`src/rtl/imem_loader.sv`:
```
// -----------------------------------------------------------------------------
// imem_loader
//
// Writes a program into the instruction memory from a byte stream. The stream
// is a 16-bit big-endian word count N followed by N big-endian 32-bit words.
// When the macro IMEM_LOADER_CHECKSUM_EN is defined, a trailing XOR checksum
// byte (over the data bytes only) is also required. While a load is in
// progress, busy is asserted so the CPU is held and fetch never sees a
// partially written program.
//
// Parameters:
//   DEPTH      instruction memory capacity in words
//   BASE_ADDR  byte address of word 0 (the fetch reset PC)
//
// Ports:
//   clk           clock
//   reset         synchronous, active-high reset
//   start         one-cycle load request, honoured in IDLE / DONE / ERR
//   byte_valid    byte_data carries a stream byte
//   byte_data     stream byte
//   byte_ready    a byte is accepted this cycle when byte_valid is high
//   wr_en         one-cycle instruction-memory write strobe
//   wr_addr       byte address of the write
//   wr_data       assembled 32-bit word
//   words_loaded  number of words written in the current load
//   busy          load in progress (CPU hold)
//   done          sticky: the load completed
//   err           sticky: the load was aborted
// -----------------------------------------------------------------------------
module imem_loader #(
   parameter int unsigned DEPTH     = 4096,
   parameter logic [31:0] BASE_ADDR = 32'h0000_3000
) (
   input  logic        clk,
   input  logic        reset,
   input  logic        start,
   input  logic        byte_valid,
   input  logic [7:0]  byte_data,
   output logic        byte_ready,
   output logic        wr_en,
   output logic [31:0] wr_addr,
   output logic [31:0] wr_data,
   output logic [15:0] words_loaded,
   output logic        busy,
   output logic        done,
   output logic        err
);

   localparam logic [2:0] ST_IDLE   = 3'd0;
   localparam logic [2:0] ST_LEN_HI = 3'd1;
   localparam logic [2:0] ST_LEN_LO = 3'd2;
   localparam logic [2:0] ST_DATA   = 3'd3;
`ifdef IMEM_LOADER_CHECKSUM_EN
   localparam logic [2:0] ST_CHK    = 3'd4;
`endif
   localparam logic [2:0] ST_DONE   = 3'd5;
   localparam logic [2:0] ST_ERR    = 3'd6;

   logic [2:0]  state_q,   state_d;
   logic [15:0] len_q,     len_d;
   logic [1:0]  cnt_q,     cnt_d;
   logic [23:0] asm_q,     asm_d;     // first three bytes of the current word
   logic [15:0] words_q,   words_d;
   logic        wr_en_q,   wr_en_d;
   logic [31:0] wr_addr_q, wr_addr_d;
   logic [31:0] wr_data_q, wr_data_d;
`ifdef IMEM_LOADER_CHECKSUM_EN
   logic [7:0]  chk_q,     chk_d;
`endif

   logic        in_load_s;
   logic        accept_s;
   logic [15:0] len_full_s;

   // Decode which states belong to an active load.
   always_comb begin
      in_load_s = 1'b0;
      case (state_q)
         ST_LEN_HI, ST_LEN_LO, ST_DATA: in_load_s = 1'b1;
`ifdef IMEM_LOADER_CHECKSUM_EN
         ST_CHK:                        in_load_s = 1'b1;
`endif
         default:                       in_load_s = 1'b0;
      endcase
   end

   assign accept_s   = byte_valid && in_load_s;
   assign len_full_s = {len_q[15:8], byte_data};

   // Next-state logic: stream parsing, word assembly and write generation.
   always_comb begin
      state_d   = state_q;
      len_d     = len_q;
      cnt_d     = cnt_q;
      asm_d     = asm_q;
      words_d   = words_q;
      wr_en_d   = 1'b0;
      wr_addr_d = wr_addr_q;
      wr_data_d = wr_data_q;
`ifdef IMEM_LOADER_CHECKSUM_EN
      chk_d     = chk_q;
`endif
      case (state_q)
         ST_IDLE, ST_DONE, ST_ERR: begin
            if (start) begin
               state_d = ST_LEN_HI;
               words_d = 16'd0;
               cnt_d   = 2'd0;
               asm_d   = 24'd0;
`ifdef IMEM_LOADER_CHECKSUM_EN
               chk_d   = 8'd0;
`endif
            end else begin
               state_d = state_q;
            end
         end
         ST_LEN_HI: begin
            if (accept_s) begin
               len_d   = {byte_data, 8'h00};
               state_d = ST_LEN_LO;
            end else begin
               state_d = ST_LEN_HI;
            end
         end
         ST_LEN_LO: begin
            if (accept_s) begin
               len_d = len_full_s;
               if ({16'd0, len_full_s} > DEPTH) begin
                  state_d = ST_ERR;
               end else if (len_full_s == 16'd0) begin
`ifdef IMEM_LOADER_CHECKSUM_EN
                  state_d = ST_CHK;
`else
                  state_d = ST_DONE;
`endif
               end else begin
                  state_d = ST_DATA;
               end
            end else begin
               state_d = ST_LEN_LO;
            end
         end
         ST_DATA: begin
            if (accept_s) begin
`ifdef IMEM_LOADER_CHECKSUM_EN
               chk_d = chk_q ^ byte_data;
`endif
               if (cnt_q == 2'd3) begin
                  // Fourth byte completes the word: register the write now
                  // so the strobe appears exactly one cycle later.
                  cnt_d     = 2'd0;
                  wr_en_d   = 1'b1;
                  wr_data_d = {asm_q, byte_data};
                  wr_addr_d = BASE_ADDR + {14'd0, words_q, 2'b00};
                  words_d   = words_q + 16'd1;
                  if ((words_q + 16'd1) == len_q) begin
`ifdef IMEM_LOADER_CHECKSUM_EN
                     state_d = ST_CHK;
`else
                     state_d = ST_DONE;
`endif
                  end else begin
                     state_d = ST_DATA;
                  end
               end else begin
                  cnt_d = cnt_q + 2'd1;
                  asm_d = {asm_q[15:0], byte_data};
               end
            end else begin
               state_d = ST_DATA;
            end
         end
`ifdef IMEM_LOADER_CHECKSUM_EN
         ST_CHK: begin
            if (accept_s) begin
               if (byte_data == chk_q) begin
                  state_d = ST_DONE;
               end else begin
                  state_d = ST_ERR;
               end
            end else begin
               state_d = ST_CHK;
            end
         end
`endif
         default: begin
            state_d = ST_IDLE;
         end
      endcase
   end

   // State and output registers with synchronous reset.
   always_ff @(posedge clk) begin
      if (reset) begin
         state_q   <= ST_IDLE;
         len_q     <= 16'd0;
         cnt_q     <= 2'd0;
         asm_q     <= 24'd0;
         words_q   <= 16'd0;
         wr_en_q   <= 1'b0;
         wr_addr_q <= BASE_ADDR;
         wr_data_q <= 32'd0;
`ifdef IMEM_LOADER_CHECKSUM_EN
         chk_q     <= 8'd0;
`endif
      end else begin
         state_q   <= state_d;
         len_q     <= len_d;
         cnt_q     <= cnt_d;
         asm_q     <= asm_d;
         words_q   <= words_d;
         wr_en_q   <= wr_en_d;
         wr_addr_q <= wr_addr_d;
         wr_data_q <= wr_data_d;
`ifdef IMEM_LOADER_CHECKSUM_EN
         chk_q     <= chk_d;
`endif
      end
   end

   assign byte_ready   = in_load_s;
   assign busy         = in_load_s;
   assign done         = (state_q == ST_DONE);
   assign err          = (state_q == ST_ERR);
   assign wr_en        = wr_en_q;
   assign wr_addr      = wr_addr_q;
   assign wr_data      = wr_data_q;
   assign words_loaded = words_q;

endmodule

```
`config.mk`:
```
export PLATFORM = sky130hd
export DESIGN_NAME = imem_loader
export DESIGN_NICKNAME = d
export VERILOG_FILES = /design/src/rtl/imem_loader.sv
export SDC_FILE = /design/constraint.sdc
export NUM_CORES = 1
export LEC_CHECK = 0
export CORE_UTILIZATION = 52
export CTS_BUF_LIST = sky130_fd_sc_hd__clkbuf_16
export DETAILED_ROUTE_END_ITERATION = 8
export GPL_TIMING_DRIVEN = 0
export PLACE_DENSITY = 0.8
export SYNTH_ARGS = -nofsm -noshare
export SYNTH_HDL_FRONTEND = slang
export SYNTH_SLANG_ARGS = --single-unit
```
`constraint.sdc`:
```
create_clock -name clk -period 2.4 [get_ports clk]
set_clock_uncertainty 0.05 [all_clocks]
set_input_delay 0.36 -clock clk [delete_from_list [all_inputs] [get_ports clk]]
set_output_delay 0.36 -clock clk [all_outputs]
set_load 0.03 [all_outputs]
```
* After elaboration in Yosys (flattened, before gate mapping)
Index checks and enable logic that the tools add are counted.
Cells by class: equal/unequal tests 14, magnitude comparators 1, reductions and logical operators 15, multiplexer cells 26, bitwise gates (word level) 3, add/subtract/negate cells 3
Operators with widths (count):
- two-way mux 24 bit | 3
- two-way mux 16 bit | 4
- one-hot mux 16 bit (2 select lines) | 2
- one-hot mux 24 bit (2 select lines) | 1
- two-way mux 3 bit | 7
- adder 14 x 18 -> 19 bit (first input constant) | 1
- adder 16 x 1 -> 16 bit (second input constant) | 1
- == test 16 bit | 1
- > comparator 16 x 13 -> 1 bit (second input constant) | 1
- zero test 16 bit | 1
- != test 2 bit (second input constant) | 6
- one-hot mux 3 bit (4 select lines) | 1
- AND reduction 3 bit | 4
- OR reduction 3 bit | 3
- two-way mux 2 bit | 4
- two-way mux 8 bit | 1
- AND reduction 4 bit | 2
- == test 3 x 2 -> 1 bit (second input constant) | 2
- == test 3 bit (second input constant) | 2
- one-hot mux 2 bit (2 select lines) | 1
- nonzero test 2 bit | 2
- == test 3 x 1 -> 1 bit (second input constant) | 1
- zero test 3 bit | 1
- != test 3 bit (second input constant) | 1
- 6 further kinds | 9
Word-level totals: flip-flop bits (word level) 126, logic and storage cells 71, input port bits 12, output and inout bits 85

* Logic depth before layout (Yosys ltp)
Gate-level depths: netlist of run 1.
word-level depth 6, mapped depth 9, gate-level depth less buffers 7

* Least setup slack after synthesis of run 1
Ideal clock, no wire load.
kind reg2reg, start register words_q[0], in the netlist words_loaded[0], end register state_q[1], setup slack 85 ps, buffers on the path 0, period minus slack after synthesis 2315 ps, library setup time 115 ps, stages on the path, launching flop included 8, data required time 2235 ps, arrival 2150 ps, cells stage by stage dfxtp_1 -> ha_1 -> xor2_1 -> or4_4 -> nor4b_2 -> o2111a_1 -> o2111ai_1 -> o21ba_1
Between the ends: longest elaborated chain between the ends 6
RTL lines:
- start: declaration | line 63 | logic [15:0] words_q, words_d;
- start signal: assignment | line 211 | words_q <= words_d;
- adder 16 x 1 -> 16 bit | line 156 | if ((words_q + 16'd1) == len_q) begin
- == test 16 bit | line 156
- two-way mux 3 bit | line 156
- two-way mux 3 bit | line 148 | if (cnt_q == 2'd3) begin
- two-way mux 3 bit | line 144 | if (accept_s) begin
- one-hot mux 3 bit (4 select lines) | line 103 | case (state_q)
- end signal: assignment | line 207 | state_q <= state_d;
- end: declaration | line 59 | logic [2:0] state_q, state_d;
Every way passes these cells. The select of a mux whose other input is x is not followed. A chain may end at the register's enable or synchronous reset.

* Final worst setup path of run 1
start register state_q[2], end output port err
Between the ends: longest elaborated chain between the ends 1
RTL lines:
- == test 3 bit | line 224 | assign err = (state_q == ST_ERR);
- end: declaration | line 46 | output logic err
Every way passes these cells.

==> key figures, run 1 <==
Clock tree
  • Clk buf depth: 2
  • Worst-path clk slew: 0.07 ns
  • CTS Buf Count: 9
  • Clk root buf: clkbuf_16
  • CTS tree: yes
  • Number of setup buffers added after CTS: 0
  • CTS HTree Levels: 3
  • Hold-fix buffers at CTS: 0
  • Clock sink total: 111
  • Worst-skew pair later-pin latency: 0.35 ns

Yosys
  • Async set-reset flop share out of synthesis: 0%
  • Post-synthesis sequential area ratio: 43.1%
  • Synth Instances: 648
  • Syn. warnings: 0
  • Synthesized area per cell: 7.96 sq um
  • Post-Syn Area: 0.00515 sq mm
  • Post-synth EDFFs: 0
  • Unique masters post-synth: 56
  • Most used DFF post-synth: dfxtp_1
  • #FFs+latches synth: 111

Placement
  • Place WS: -0.477 ns
  • Buffers added on ports: 81
  • RePlAce Congestion: 0.959
  • Post-DP HPWL: 10.5 mm

Setup path
  • Required @ worst endpoint: 1.99 ns
  • Crit-path cells: nor2b_2, and2_1, clkdlybuf4s50_1
  • Crit path kind: reg -> out
  • Crit. End Element: output pin
  • Setup crit start kind: flip-flop
  • Largest delay contributor family on the critical path: buffers and inverters
  • CP max stage delay: 0.66 ns
  • CP Buf/Inv Count: 1
  • Arrival @ worst endpoint: 1.94 ns
  • Slowest CP cell: clkdlybuf4s50_1
  • Worst-path fanout max: 9

Power
  • Switching pwr: 953 uW
  • Switching part of the total power: 26.2%
  • Reg power frac: 51.3%
  • Max VDD drop: 0.460 mV
  • Leakage Power: 0.00237 uW
  • Combinational group share of total power: 8.6%
  • Clock network power share: 40.2%
  • Int Pwr: 2690 uW
  • Power per cell area: 556 mW/mm^2

Floorplanning
  • Die area: 0.0103 sq mm
  • Io pins: 97
  • Core Region: 0.00942 sq mm
  • Initial core utilization: 54.8%
  • Die Ht: 102 um
  • Die Width: 102 um
  • Site Rows: 35

Timing
  • Worst setup margin: 0.0489 ns
  • Fmax: 0.425 GHz
  • Final Slew Violations: 0
  • # setup viols final: 0
  • WHS: 0.404 ns
  • Max transition margin: 58.1%
  • Post-route minimum period: 2.35 ns
  • Final hold viol count: 0
  • Worst slew pin tran: 0.624 ns
  • Crit share post-route: 98.0%

GRT
  • GRT Total Usage: 28.6%
  • Pin count of the biggest net entering global routing: 21
  • Vias in the first global route: 4583
  • Initial antenna violation count: 0
  • First-pass GRT wire length: 22.9 mm
  • Total grt overflow: 0

Detailed routing
  • DRC: 0
  • 1st-pass router iterations: 6
  • Vias: 5034
  • WL final: 14.5 mm
  • Post-route ant nets: 0
  • DR iter-0 viols: 304
  • Wire per inst: 16.4 um
  • Vias/cell: 5.68

Layout
  • Fin nets: 770
  • N_diodes: 0
  • Commonest non-fill, non-tap cell in the layout: nand2_1
  • Share of layout cells above drive strength 1: 10.8%
  • Area grow syn2layout: 26.9%
  • Most frequent cells in the layout: 128 x nand2_1, 111 x dfxtp_1, 79 x a21oi_1, 79 x clkdlybuf4s50_1, 58 x nor2_1

Run status
  • Status: completed

Hold path
  • Hold crit path type: reg -> reg

Run
  • Max-cap violations: 0
## path summary, 6_finish.rpt
path / start / end / slack (ns) / cells after the start
hold reg to reg: asm_q[21] / wr_data[29] / 0.40 / 2
setup / recovery: state_q[2] / err / 0.05 / 3
hold / removal: asm_q[21] / wr_data[29] / 0.40 / 2
setup reg to reg: words_loaded[9] / state_q[1] / 0.09 / 6
## power groups by stage
stage	clock network (uW)	logic, uW	registers, uW
floorplan	0	209	1900
global placement	0	295	1910
detailed placement	0	301	1910
CTS	1480	302	1860
global route	1540	334	1870
finish	1460	311	1870
## flip-flops by register name (all words and copies together), names as in the netlist
name	count
asm_q	24
words_loaded	16
cnt_q	2
len_q	16
wr_en	1
state_q	3
wr_addr	17
wr_data	32
## stage by stage
step                      total power (uW)  util (%)  setup TNS [ns]  area [sq um]  std cells
after CTS                             3640      68.8               0          6480        887
after global placement                2200      65.6          -19.37          6180        872
final                                 3640      69.5               0          6540        887
after detailed placement              2210      65.6          -24.29          6180        872
after global routing                  3740      69.5        -0.00958          6540        887
after floorplan                       2110         -               0          5210        662
## layer usage
layer	up-vias	GRT usage, %	part of all wire [%]
li1	2416	-	-
met1	2344	36.0	42
met2	240	49.2	49
met3	34	5.31	6.6
met4	0	9.14	2.4
met5	-	0	0
## worst register-to-register path, stage by stage (launching register included)
cell	delay (ns)
dfxtp_1	0.52
nand4_2	0.23
or4_1	0.59
nor2_1	0.12
a22oi_1	0.12
or3_1	0.40
o21ba_1	0.18
## synth_stat cells (all sizes together), types with 3 or more instances
cell type / n / area [sq um]
a211o: 3 / 26.3
a211oi: 3 / 22.5
a21oi: 79 / 395
a22oi: 32 / 240
a31oi: 4 / 25.0
and2: 5 / 31.3
and3: 3 / 18.8
and3b: 4 / 35.0
and4: 3 / 26.3
buf: 40 / 263
clkbuf: 27 / 101
dfxtp: 111 / 2220
ha: 4 / 50.1
inv: 3 / 11.3
mux2i: 3 / 30.0
nand2: 129 / 484
nand2b: 4 / 25.0
nand3: 15 / 75.1
nand3b: 3 / 22.5
nand4: 7 / 56.3
nor2: 60 / 228
nor2b: 11 / 68.8
nor3: 11 / 55.1
nor4: 6 / 43.8
nor4b: 3 / 32.5
o211ai: 3 / 22.5
o21ai: 16 / 80.1
or3: 8 / 50.1
or4: 3 / 30.0
xnor2: 15 / 131
xor2: 9 / 78.8
## cell type report
type,instances,area (sq um)
inverters,3,11.3
repair buffers,81,811
multi-input cells,481,2660
clock inverters,6,63.8
clock buffers,9,225
fillers,813,2870
flip-flops and latches,111,2220
plain buffers,67,389
well taps,129,161
## logic make-up (layout without fill, tap and decap cells)
group,count (synthesis),in the layout,synth area share (%)
compound gates,157,157,18.6
simple gates,278,278,25.3
flops,111,111,43.1
buf+inv,70,166,7.28
xor+xnor,24,24,4.08
mux,3,3,0.583
other cells,1,15,0.0727
fa+ha+maj,4,4,0.971
## what timing repair did
item	CTS	global route
endpoints found under the hold margin	0	0
resized for setup	5	33
setup endpoints to repair	12	66
No activity file was read; power rests on OpenSTA's default activity.
==> run 2: changes to the inputs <==
--- a/config.mk
+++ b/config.mk
@@ -9,6 +9,7 @@
 export CTS_BUF_LIST = sky130_fd_sc_hd__clkbuf_16
 export DETAILED_ROUTE_END_ITERATION = 8
 export GPL_TIMING_DRIVEN = 0
+export MAX_ROUTING_LAYER = met4
 export PLACE_DENSITY = 0.8
 export SYNTH_ARGS = -nofsm -noshare
 export SYNTH_HDL_FRONTEND = slang
==> key figures, run 2 (synthesis gave the netlist of run 1 again) <==
Power
  • Leakage Power: 0.00239 uW (was 0.00237 uW)
  • Power per cell area: 570 mW/mm^2 (was 556 mW/mm^2)
  • Max VDD drop: 0.516 mV (was 0.460 mV)
  • Total power: 3750 uW (was 3640 uW)

GRT
  • Initial antenna violation count: 0 (unchanged)
  • GRT Total Usage: 30.8% (was 28.6%)
  • Pin count of the biggest net entering global routing: 21 (unchanged)
  • Total grt overflow: 0 (unchanged)
  • First-pass GRT wire length: 23.5 mm (was 22.9 mm)
  • Vias in the first global route: 4684 (was 4583)

Timing
  • Post-route minimum period: 2.35 ns (about the same)
  • Final Slew Violations: 0 (unchanged)
  • RSZ-0062 raised after global routing: yes
  • Crit share post-route: 98.0% (about the same)
  • Worst setup margin: 0.0475 ns (was 0.0489 ns)
  • Fmax: 0.425 GHz (about the same)
  • Max transition margin: 53.5% (was 58.1%)
  • # setup viols final: 0 (unchanged)
  • Worst slew pin tran: 0.697 ns (was 0.624 ns)
  • Final hold viol count: 0 (unchanged)

Setup path
  • Worst-path fanout max: 9 (unchanged)
  • Crit. End Element: flip-flop (was output pin)
  • Arrival @ worst endpoint: 2.55 ns (was 1.94 ns)
  • FF-to-FF Start: words_loaded[1] (was words_loaded[9])
  • Crit path kind: reg -> reg (was reg -> out)
  • Setup crit start kind: flip-flop (unchanged)
  • CP Launch Point: words_loaded[1] (was state_q[2])
  • Largest delay contributor family on the critical path: simple AND/OR/NAND/NOR gates (was buffers and inverters)
  • Slowest CP cell: or4_1 (was clkdlybuf4s50_1)
  • CP Buf/Inv Count: 1 (unchanged)
  • Required @ worst endpoint: 2.60 ns (was 1.99 ns)
  • Crit-path cells: buf_2, nand2_1, or4_1, nor2_1, a22oi_1, or3_1, o21ba_1 (was nor2b_2, and2_1, clkdlybuf4s50_1)
  • CP max stage delay: 0.50 ns (was 0.66 ns)

Clock tree
  • Clk root buf: clkbuf_16 (unchanged)
  • Hold-fix buffers at CTS: 0 (unchanged)
  • Clock sink total: 111 (unchanged)
  • Clk buf depth: 2 (unchanged)
  • Worst-skew pair later-pin latency: 0.35 ns (about the same)
  • CTS tree: yes (unchanged)
  • Worst-path clk slew: 0.08 ns (was 0.07 ns)
  • CTS HTree Levels: 3 (unchanged)
  • CTS Buf Count: 9 (unchanged)
  • Number of setup buffers added after CTS: 0 (unchanged)

Layout
  • Post-route insts no fill: 887 (unchanged)
  • Commonest non-fill, non-tap cell in the layout: nand2_1 (unchanged)
  • Max reg flops: 32 (unchanged)
  • N_diodes: 0 (unchanged)
  • Fin nets: 769 (was 770)
  • Share of layout cells above drive strength 1: 10.9% (was 10.8%)
  • Most frequent cells in the layout: 127 x nand2_1, 109 x dfxtp_1, 79 x a21oi_1, 79 x clkdlybuf4s50_1, 58 x nor2_1 (was 128 x nand2_1, 111 x dfxtp_1, 79 x a21oi_1, 79 x clkdlybuf4s50_1, 58 x nor2_1)
  • Area grow syn2layout: 27.7% (was 26.9%)

Detailed routing
  • Post-route ant nets: 0 (unchanged)
  • Vias/cell: 5.68 (about the same)
  • WL final: 15.0 mm (was 14.5 mm)
  • Vias: 5042 (was 5034)
  • Wire per inst: 17.0 um (was 16.4 um)
  • DRC: 0 (unchanged)
  • 1st-pass router iterations: 5 (was 6)
  • DR iter-0 viols: 258 (was 304)

Placement
  • Place WS: -0.482 ns (was -0.477 ns)
  • Post-DP HPWL: 11.1 mm (was 10.5 mm)
  • RePlAce Congestion: 0.917 (was 0.959)
  • Dpl cells: 872 (unchanged)
  • Buffers added on ports: 81 (unchanged)

Floorplanning
  • Initial core utilization: 54.8% (unchanged)
  • Die Ht: 102 um (unchanged)
  • Site Rows: 35 (unchanged)
  • Die Width: 102 um (unchanged)
  • Die area: 0.0103 sq mm (unchanged)
  • Core Region: 0.00942 sq mm (unchanged)
  • Io pins: 97 (unchanged)

Run status
  • Status: completed (unchanged)

Hold path
  • Min-delay src: wr_addr[10] (was asm_q[21])
  • Hold crit path type: reg -> reg (unchanged)

Run
  • Max-cap violations: 0 (unchanged)
run 2: cell types whose count changed in the layout (fill, tap and decap cells not counted), moves of 2 or more:
cell | previous run | this run
clkbuf_2 | 10 | 7
dfxtp_2 | 0 | 2
dfxtp_1 | 111 | 109
buf_4 | 24 | 22
run 2: worst min-delay path, cell delays in order (launching register included):
cell and delay [ns]:
dfxtp_1 0.31, nand2_1 0.05, a21oi_1 0.05
run 2: through the flow:
stage	cell area (sq um)	setup TNS, ns	hold slack, ns	utilization [%]
global placement	6180	-21.50	0.391	65.6
finish	6580	0	0.405	69.9
global route	6580	-0.00424	0.418	69.9
CTS	6520	0	0.408	69.3
floorplan	5210	0	0.382	-
detailed placement	6180	-25.96	0.399	65.6
run 2: worst paths after layout:
| path | slack [ns] | cells past startpoint | endpoint |
|---|---|---|---|
| max | 0.05 | 7 | state_q[1] |
| min | 0.41 | 2 | wr_addr[10] |
| max reg2reg | 0.05 | 7 | state_q[1] |
| min reg2reg | 0.41 | 2 | wr_addr[10] |
run 2: metal layers:
metal  wire [um]  track usage (%)  part of all wire, %
met5           0                -                    0
met4         422             10.5                  2.8
met3        1050             5.24                  7.0
met2        7260             52.3                   48
met1        6310             36.7                   42
run 2: power by group:
part / leakage (uW) / switching, uW / internal [uW]
logic: 0.00134 / 208 / 106
clock network: 0.000155 / 735 / 834
registers: 0.000896 / 13.4 / 1850
run 2: area by class of cell:
| class | instances | area [sq um] |
|---|---|---|
| fill | 796 | 2830 |
| multi-input combinational | 481 | 2670 |
| sequential | 111 | 2220 |
| timing repair buffer | 81 | 816 |
| buffer | 66 | 383 |
| clock buffer | 9 | 225 |
| tap | 129 | 161 |
| clock inverter | 7 | 88.8 |
| inverter | 3 | 11.3 |
run 2: repair_timing:
item                                    in CTS  in global routing
endpoints found under the setup margin      12                 65
gates cloned                                 0                  0
pin swaps                                    0                  1
gates resized for setup                      9                 28
